## config.mk

```make
export PLATFORM = sky130hd
export DESIGN_NAME = helios_core_dispatcher
export DESIGN_NICKNAME = d
export VERILOG_FILES = /design/src/rtl/helios_core_dispatcher_pkg.sv /design/src/rtl/helios_index_fifo.sv /design/src/rtl/helios_core_dispatcher.sv
export SDC_FILE = /design/constraint.sdc
export NUM_CORES = 1
export LEC_CHECK = 0
export CAP_MARGIN = 25
export CORE_ASPECT_RATIO = 0.8
export CORE_MARGIN = 2
export CORE_UTILIZATION = 45
export CTS_BUF_LIST = sky130_fd_sc_hd__clkbuf_8 sky130_fd_sc_hd__clkbuf_16
export DETAILED_ROUTE_END_ITERATION = 7
export GPL_TIMING_DRIVEN = 1
export PLACE_DENSITY = 0.84
export SLEW_MARGIN = 20
export SYNTH_ARGS = -nofsm -noshare
export SYNTH_HDL_FRONTEND = slang
export SYNTH_HIERARCHICAL = 1
export SYNTH_SLANG_ARGS = --single-unit
```

## constraint.sdc

```tcl
create_clock -name clk -period 3.76 [get_ports clk]
set_input_delay 1.128 -clock clk [delete_from_list [all_inputs] [get_ports clk]]
set_output_delay 1.128 -clock clk [all_outputs]
set_load 0.03 [all_outputs]
```

## src/rtl/helios_core_dispatcher_pkg.sv

```systemverilog
// Shared types and constants for the Helios multi-core dispatcher.
// Holds the dispatch state encoding, the byte width and an index-width helper.
package helios_core_dispatcher_pkg;

    localparam int BYTE_W = 8;

    typedef enum logic {
        DISP_SELECT = 1'b0,
        DISP_STREAM = 1'b1
    } disp_state_t;

    // Width of an index into n entries; never narrower than one bit.
    function automatic int idx_width(input int n);
        return (n > 1) ? $clog2(n) : 1;
    endfunction

endpackage

```

## src/rtl/helios_index_fifo.sv

```systemverilog
// Synchronous FIFO of core indices recording the order in which frames were dispatched.
// A push is refused when full, even if a pop happens in the same cycle.
module helios_index_fifo
    import helios_core_dispatcher_pkg::*;
#(
    parameter int WIDTH = 1,
    parameter int DEPTH = 4
) (
    input  logic                   i_clk,
    input  logic                   i_rst_n,
    input  logic                   i_push,
    input  logic [WIDTH-1:0]       i_push_data,
    input  logic                   i_pop,
    output logic [WIDTH-1:0]       o_head,
    output logic                   o_full,
    output logic                   o_empty,
    output logic [$clog2(DEPTH):0] o_count
);

    localparam int              AW   = idx_width(DEPTH);
    localparam int              CW   = $clog2(DEPTH) + 1;
    localparam logic [AW-1:0]   LAST = AW'(DEPTH - 1);

    logic [WIDTH-1:0] r_mem [DEPTH];
    logic [AW-1:0]    r_wr_ptr;
    logic [AW-1:0]    r_rd_ptr;
    logic [CW-1:0]    r_count;
    logic             w_push;
    logic             w_pop;

    assign o_full  = (r_count == CW'(DEPTH));
    assign o_empty = (r_count == '0);
    assign w_push  = i_push & ~o_full;
    assign w_pop   = i_pop & ~o_empty;
    assign o_head  = r_mem[r_rd_ptr];
    assign o_count = r_count;

    always_ff @(posedge i_clk or negedge i_rst_n) begin
        if (!i_rst_n) begin
            r_wr_ptr <= '0;
            r_rd_ptr <= '0;
            r_count  <= '0;
            for (int i = 0; i < DEPTH; i++) begin
                r_mem[i] <= '0;
            end
        end else begin
            if (w_push) begin
                r_mem[r_wr_ptr] <= i_push_data;
                r_wr_ptr        <= (r_wr_ptr == LAST) ? '0 : r_wr_ptr + AW'(1);
            end
            if (w_pop) begin
                r_rd_ptr <= (r_rd_ptr == LAST) ? '0 : r_rd_ptr + AW'(1);
            end
            r_count <= r_count + CW'(w_push) - CW'(w_pop);
        end
    end

endmodule

```

## src/rtl/helios_core_dispatcher.sv

```systemverilog
// Deals whole syndrome frames round-robin over the enabled decoder cores and
// returns their result frames to the host in dispatch order.
module helios_core_dispatcher
    import helios_core_dispatcher_pkg::*;
#(
    parameter int CORE_COUNT   = 2,
    parameter int FRAME_BYTES  = 4,
    parameter int RESULT_BYTES = 2,
    parameter int ORDER_DEPTH  = 4,
    parameter int STAT_WIDTH   = 16
) (
    input  logic                                 clk,
    input  logic                                 reset,
    input  logic [CORE_COUNT-1:0]                core_enable,
    input  logic [BYTE_W-1:0]                    input_data,
    input  logic                                 input_valid,
    output logic                                 input_ready,
    output logic [BYTE_W-1:0]                    output_data,
    output logic                                 output_valid,
    input  logic                                 output_ready,
    output logic [CORE_COUNT-1:0][BYTE_W-1:0]    core_input_data,
    output logic [CORE_COUNT-1:0]                core_input_valid,
    input  logic [CORE_COUNT-1:0]                core_input_ready,
    input  logic [CORE_COUNT-1:0][BYTE_W-1:0]    core_output_data,
    input  logic [CORE_COUNT-1:0]                core_output_valid,
    output logic [CORE_COUNT-1:0]                core_output_ready,
    output logic [STAT_WIDTH-1:0]                frames_in,
    output logic [STAT_WIDTH-1:0]                frames_out,
    output logic [$clog2(ORDER_DEPTH):0]         in_flight,
    output disp_state_t                          dbg_disp_state
);

    // Byte streams: a byte moves on a rising clk edge where its valid and ready
    // are both high; valid never waits on ready, and ready may depend on valid.

    localparam int                PTR_W     = idx_width(CORE_COUNT);
    localparam int                DCNT_W    = idx_width(FRAME_BYTES);
    localparam int                CCNT_W    = idx_width(RESULT_BYTES);
    localparam logic [PTR_W-1:0]  LAST_CORE = PTR_W'(CORE_COUNT - 1);
    localparam logic [DCNT_W-1:0] LAST_IN   = DCNT_W'(FRAME_BYTES - 1);
    localparam logic [CCNT_W-1:0] LAST_OUT  = CCNT_W'(RESULT_BYTES - 1);

    disp_state_t             r_disp_state;
    disp_state_t             w_disp_state_nxt;
    logic [PTR_W-1:0]        r_disp_ptr;
    logic [PTR_W-1:0]        w_disp_ptr_nxt;
    logic [PTR_W-1:0]        w_ptr_inc;
    logic [DCNT_W-1:0]       r_disp_cnt;
    logic [CCNT_W-1:0]       r_col_cnt;
    logic [STAT_WIDTH-1:0]   r_frames_in;
    logic [STAT_WIDTH-1:0]   r_frames_out;
    logic [PTR_W-1:0]        w_col_ptr;
    logic                    w_fifo_full;
    logic                    w_fifo_empty;
    logic                    w_in_accept;
    logic                    w_in_last;
    logic                    w_push;
    logic                    w_out_accept;
    logic                    w_pop;

    assign w_ptr_inc       = (r_disp_ptr == LAST_CORE) ? '0 : r_disp_ptr + PTR_W'(1);
    assign w_push          = w_in_accept & (r_disp_cnt == '0);
    assign w_in_last       = w_in_accept & (r_disp_cnt == LAST_IN);
    assign w_out_accept    = output_valid & output_ready;
    assign w_pop           = w_out_accept & (r_col_cnt == LAST_OUT);
    assign core_input_data = {CORE_COUNT{input_data}};
    assign frames_in       = r_frames_in;
    assign frames_out      = r_frames_out;
    assign dbg_disp_state  = r_disp_state;

    always_comb begin
        w_disp_state_nxt = r_disp_state;
        w_disp_ptr_nxt   = r_disp_ptr;
        input_ready      = 1'b0;
        core_input_valid = '0;
        w_in_accept      = 1'b0;
        case (r_disp_state)
            DISP_SELECT: begin
                // A disabled core costs one cycle; with none enabled this spins forever.
                if (!core_enable[r_disp_ptr]) begin
                    w_disp_ptr_nxt = w_ptr_inc;
                end else if (!w_fifo_full) begin
                    w_disp_state_nxt = DISP_STREAM;
                end
            end
            DISP_STREAM: begin
                core_input_valid[r_disp_ptr] = input_valid;
                input_ready                  = core_input_ready[r_disp_ptr];
                w_in_accept                  = input_valid & core_input_ready[r_disp_ptr];
                if (w_in_accept && (r_disp_cnt == LAST_IN)) begin
                    w_disp_state_nxt = DISP_SELECT;
                    w_disp_ptr_nxt   = w_ptr_inc;
                end
            end
            default: w_disp_state_nxt = DISP_SELECT;
        endcase
    end

    always_comb begin
        output_valid      = 1'b0;
        output_data       = '0;
        core_output_ready = '0;
        if (!w_fifo_empty) begin
            output_valid                 = core_output_valid[w_col_ptr];
            output_data                  = core_output_data[w_col_ptr];
            core_output_ready[w_col_ptr] = output_ready;
        end
    end

    always_ff @(posedge clk or negedge reset) begin
        if (!reset) begin
            r_disp_state <= DISP_SELECT;
            r_disp_ptr   <= '0;
            r_disp_cnt   <= '0;
            r_col_cnt    <= '0;
            r_frames_in  <= '0;
            r_frames_out <= '0;
        end else begin
            r_disp_state <= w_disp_state_nxt;
            r_disp_ptr   <= w_disp_ptr_nxt;
            if (w_in_accept) begin
                r_disp_cnt <= w_in_last ? '0 : r_disp_cnt + DCNT_W'(1);
            end
            if (w_in_last) begin
                r_frames_in <= r_frames_in + STAT_WIDTH'(1);
            end
            if (w_out_accept) begin
                r_col_cnt <= w_pop ? '0 : r_col_cnt + CCNT_W'(1);
            end
            if (w_pop) begin
                r_frames_out <= r_frames_out + STAT_WIDTH'(1);
            end
        end
    end

    helios_index_fifo #(
        .WIDTH (PTR_W),
        .DEPTH (ORDER_DEPTH)
    ) u_order_fifo (
        .i_clk       (clk),
        .i_rst_n     (reset),
        .i_push      (w_push),
        .i_push_data (r_disp_ptr),
        .i_pop       (w_pop),
        .o_head      (w_col_ptr),
        .o_full      (w_fifo_full),
        .o_empty     (w_fifo_empty),
        .o_count     (in_flight)
    );

endmodule

```

==> run metrics <==
Reg2Reg Depth=13; die area=0.00677 mm²; sequential group share of total power=0.332; Final GP Congestion=between 0.8 and 0.9; busiest grt layer=met2; Synth area leader=dfrtp_1; Fin. Hold Viols=0; hold slack=479 ps; vias in the first global route=2,041; fin util=0.611; core region area=0.00591 mm²; Top Ports=100; most frequent cells in the layout=clkdlybuf4s50_1, dfrtp_1, nor2_1, xnor2_1, nand2_1; DR WL/cell=13.9 µm; Residual DRC=0; worst slew pin tran=719 ps; Slew Limit Fails=0; met3 usage=0.0618; synthesized area=0.00275 mm²; latest clock arrival within the worst-skew pair=~290 ps; RSZ-0062 raised after global routing=false; peak supply drop=0.000312 V; Vias=between 2,000 and 2,500; hold path start=frames_out[15]; Cell Count, Final, Fillers Out=~410; switching part of the total=0.421; post-synth top area share=0.436; Final min period=3700 ps; initial DRC count=64; HP Class=flip-flop to flip-flop; R2R Path End=u_order_fifo/o_count[2]; most common cell after layout, fill and taps aside=clkdlybuf4s50_1; Final #Nets=372; period utilization=0.984; Critical Path End Type=primary output; Post-Syn Nets=between 300 and 400; Initial Util=0.466; Crit path required time=2630 ps; R2R Setup Slk=550 ps; Unique masters post-synth=37; status=completed; combinational power share=0.531; post-route setup TNS=0 ps; Post-CTS Setup Inserts=0; Worst Setup SP=core_input_ready[1]; Switching Power=0.998 mW; CTS H-tree depth=2; internal power=between 1 and 1.5 mW; row cnt=25; root buffer cell=clkbuf_8; WS Path Type=primary input to primary output; Die X=about 91 µm; worst-path fanout max=2; largest net degree at the start of global routing=29; relative slew slack=0.520; GRT overflow=0; power share of the clock group=0.136; cells after synthesis=261; Post-synth EDFFs=0; clock-pin transition on the worst setup and hold timing paths=90 ps; Worst Skew=10.0 ps; f_max=0.270 GHz; ANT cells=0; antenna violations before repair=0; Die Y=74.0 µm; top cells by area, synth=dfrtp_1, xnor2_1, ha_1; Leak=1.62 nW; crit path DAT=2570 ps; Avg Inst Size Synth=roughly 11 µm²; pwr/cell area=656 mW/mm²; Max-Cap Viols=0; DRT Pass-1 Iters=5; HPWL Detailed=4.22 mm; IO buf count=75; final setup fails=0; count of state elements after synthesis=48; global-route wire length before repair=approximately 9.6 mm; Via density=between 5 and 6; area grow syn2layout=31.1%; antenna viol nets, final=0; Top FF cell, synth=dfrtp_1; All-Layer GR Usage=0.175; crit start category=primary input; Area after DPL=0.00350 mm²; met1 usage=0.233; WL final=5.68 mm; RR Startpoint=u_order_fifo/r_rd_ptr[0]; Max clock buf depth=2; DP Cell Count=400; GR Util met2=0.285; Hold Path End=frames_out[15]; Yosys warning count=6; CTS buffer count=5; worst hold stages=1; total clock sinks=48; register area share after synthesis=0.436; design area=0.00361 mm²; Synth async-reset ratio=1.00; fraction of layout cells with a size suffix above 1=0.104; TritonCTS clock tree=done
[cells in the mapped netlist, drive strengths merged, types with 2 or more instances]
| library cell | instances |
|---|---|
| nor3 | 7 |
| mux2 | 6 |
| nand2 | 17 |
| mux2i | 11 |
| nand4bb | 6 |
| nand4 | 9 |
| ha | 11 |
| xnor2 | 21 |
| and2 | 3 |
| o21ai | 3 |
| inv | 14 |
| and3 | 7 |
| nor4 | 4 |
| dfrtp | 48 |
| nor3b | 2 |
| o211ai | 6 |
| nand2b | 4 |
| xor2 | 12 |
| nor2 | 23 |
| nand3 | 10 |
| buf | 23 |
| a21bo | 4 |
[cell families (layout without fill, tap and decap cells)]
kind of cell | Yosys count | after routing | synth area share
multiplexers | 18 | 18 | 0.0727
XOR/XNOR | 33 | 33 | 0.105
adder cells (fa/ha/maj) | 12 | 12 | 0.0572
flip-flops | 48 | 48 | 0.436
AO/OA/AOI/OAI | 15 | 15 | 0.0459
AND/OR/NAND/NOR | 97 | 97 | 0.203
buffers and inverters | 38 | 104 | 0.0804
[power by group through the flow]
stage                     combinational [mW]  sequential, mW  clock (mW)
final                                   1.26           0.787       0.323
after floorplan                        0.773           0.879           0
after detailed placement                1.27           0.793           0
after CTS                               1.27           0.785       0.333
after global placement                  1.22           0.787           0
after global routing                    1.37           0.810       0.358
[stage by stage]
step | setup WS [ps] | total power, mW
global route | 8.22 | 2.54
detailed placement | 49.7 | 2.06
global placement | 85.5 | 2.01
floorplan | 774 | 1.65
CTS | 45.9 | 2.39
finish | 61.8 | 2.37
[flip-flops by register name, indices dropped and copies added (netlist names), 2 cells and up]
signal	cells
frames_in	16
frames_out	16
u_order_fifo/r_mem	4
u_order_fifo/o_count	3
r_disp_cnt	2
u_order_fifo/r_rd_ptr	2
u_order_fifo/r_wr_ptr	2
[routing by layer]
| layer | part of all wire | wire [µm] |
|---|---|---|
| met1 | 0.47 | 2650 |
| met2 | 0.44 | 2510 |
| met3 | 0.089 | 503 |
| met5 | 0 | 0 |
| met4 | 0.0030 | 17 |
[timing repair]
item	CTS	global route
endpoints found under the hold margin	0	0
resized for setup	0	1
endpoints found under the setup margin	0	1
hold buffers	0	0
[how the worst max path moves through the flow]
stage	cells past startpoint	slack, ps	to
4_1_cts	4	50	input_ready
5_1_grt	4	8	output_valid
2_1_floorplan	12	770	u_order_fifo/o_count[2]
3_3_place_gp	4	90	input_ready
6_report	4	60	input_ready
3_5_place_dp	4	50	input_ready
[area by class of cell]
cell class | count | area, µm²
fill | 474 | 2300
clock inverter | 2 | 13.8
multi-input combinational | 175 | 1340
sequential | 48 | 1200
tap | 81 | 101
inverter | 14 | 52.6
clock buffer | 6 | 82.6
timing repair buffer | 82 | 818
[worst max-delay path: stages]
cell             delay (ps)
clkdlybuf4s50_1         420
mux2_2                  280
and2_1                  160
clkdlybuf4s50_1         590
(Power assumes the default switching activity.)
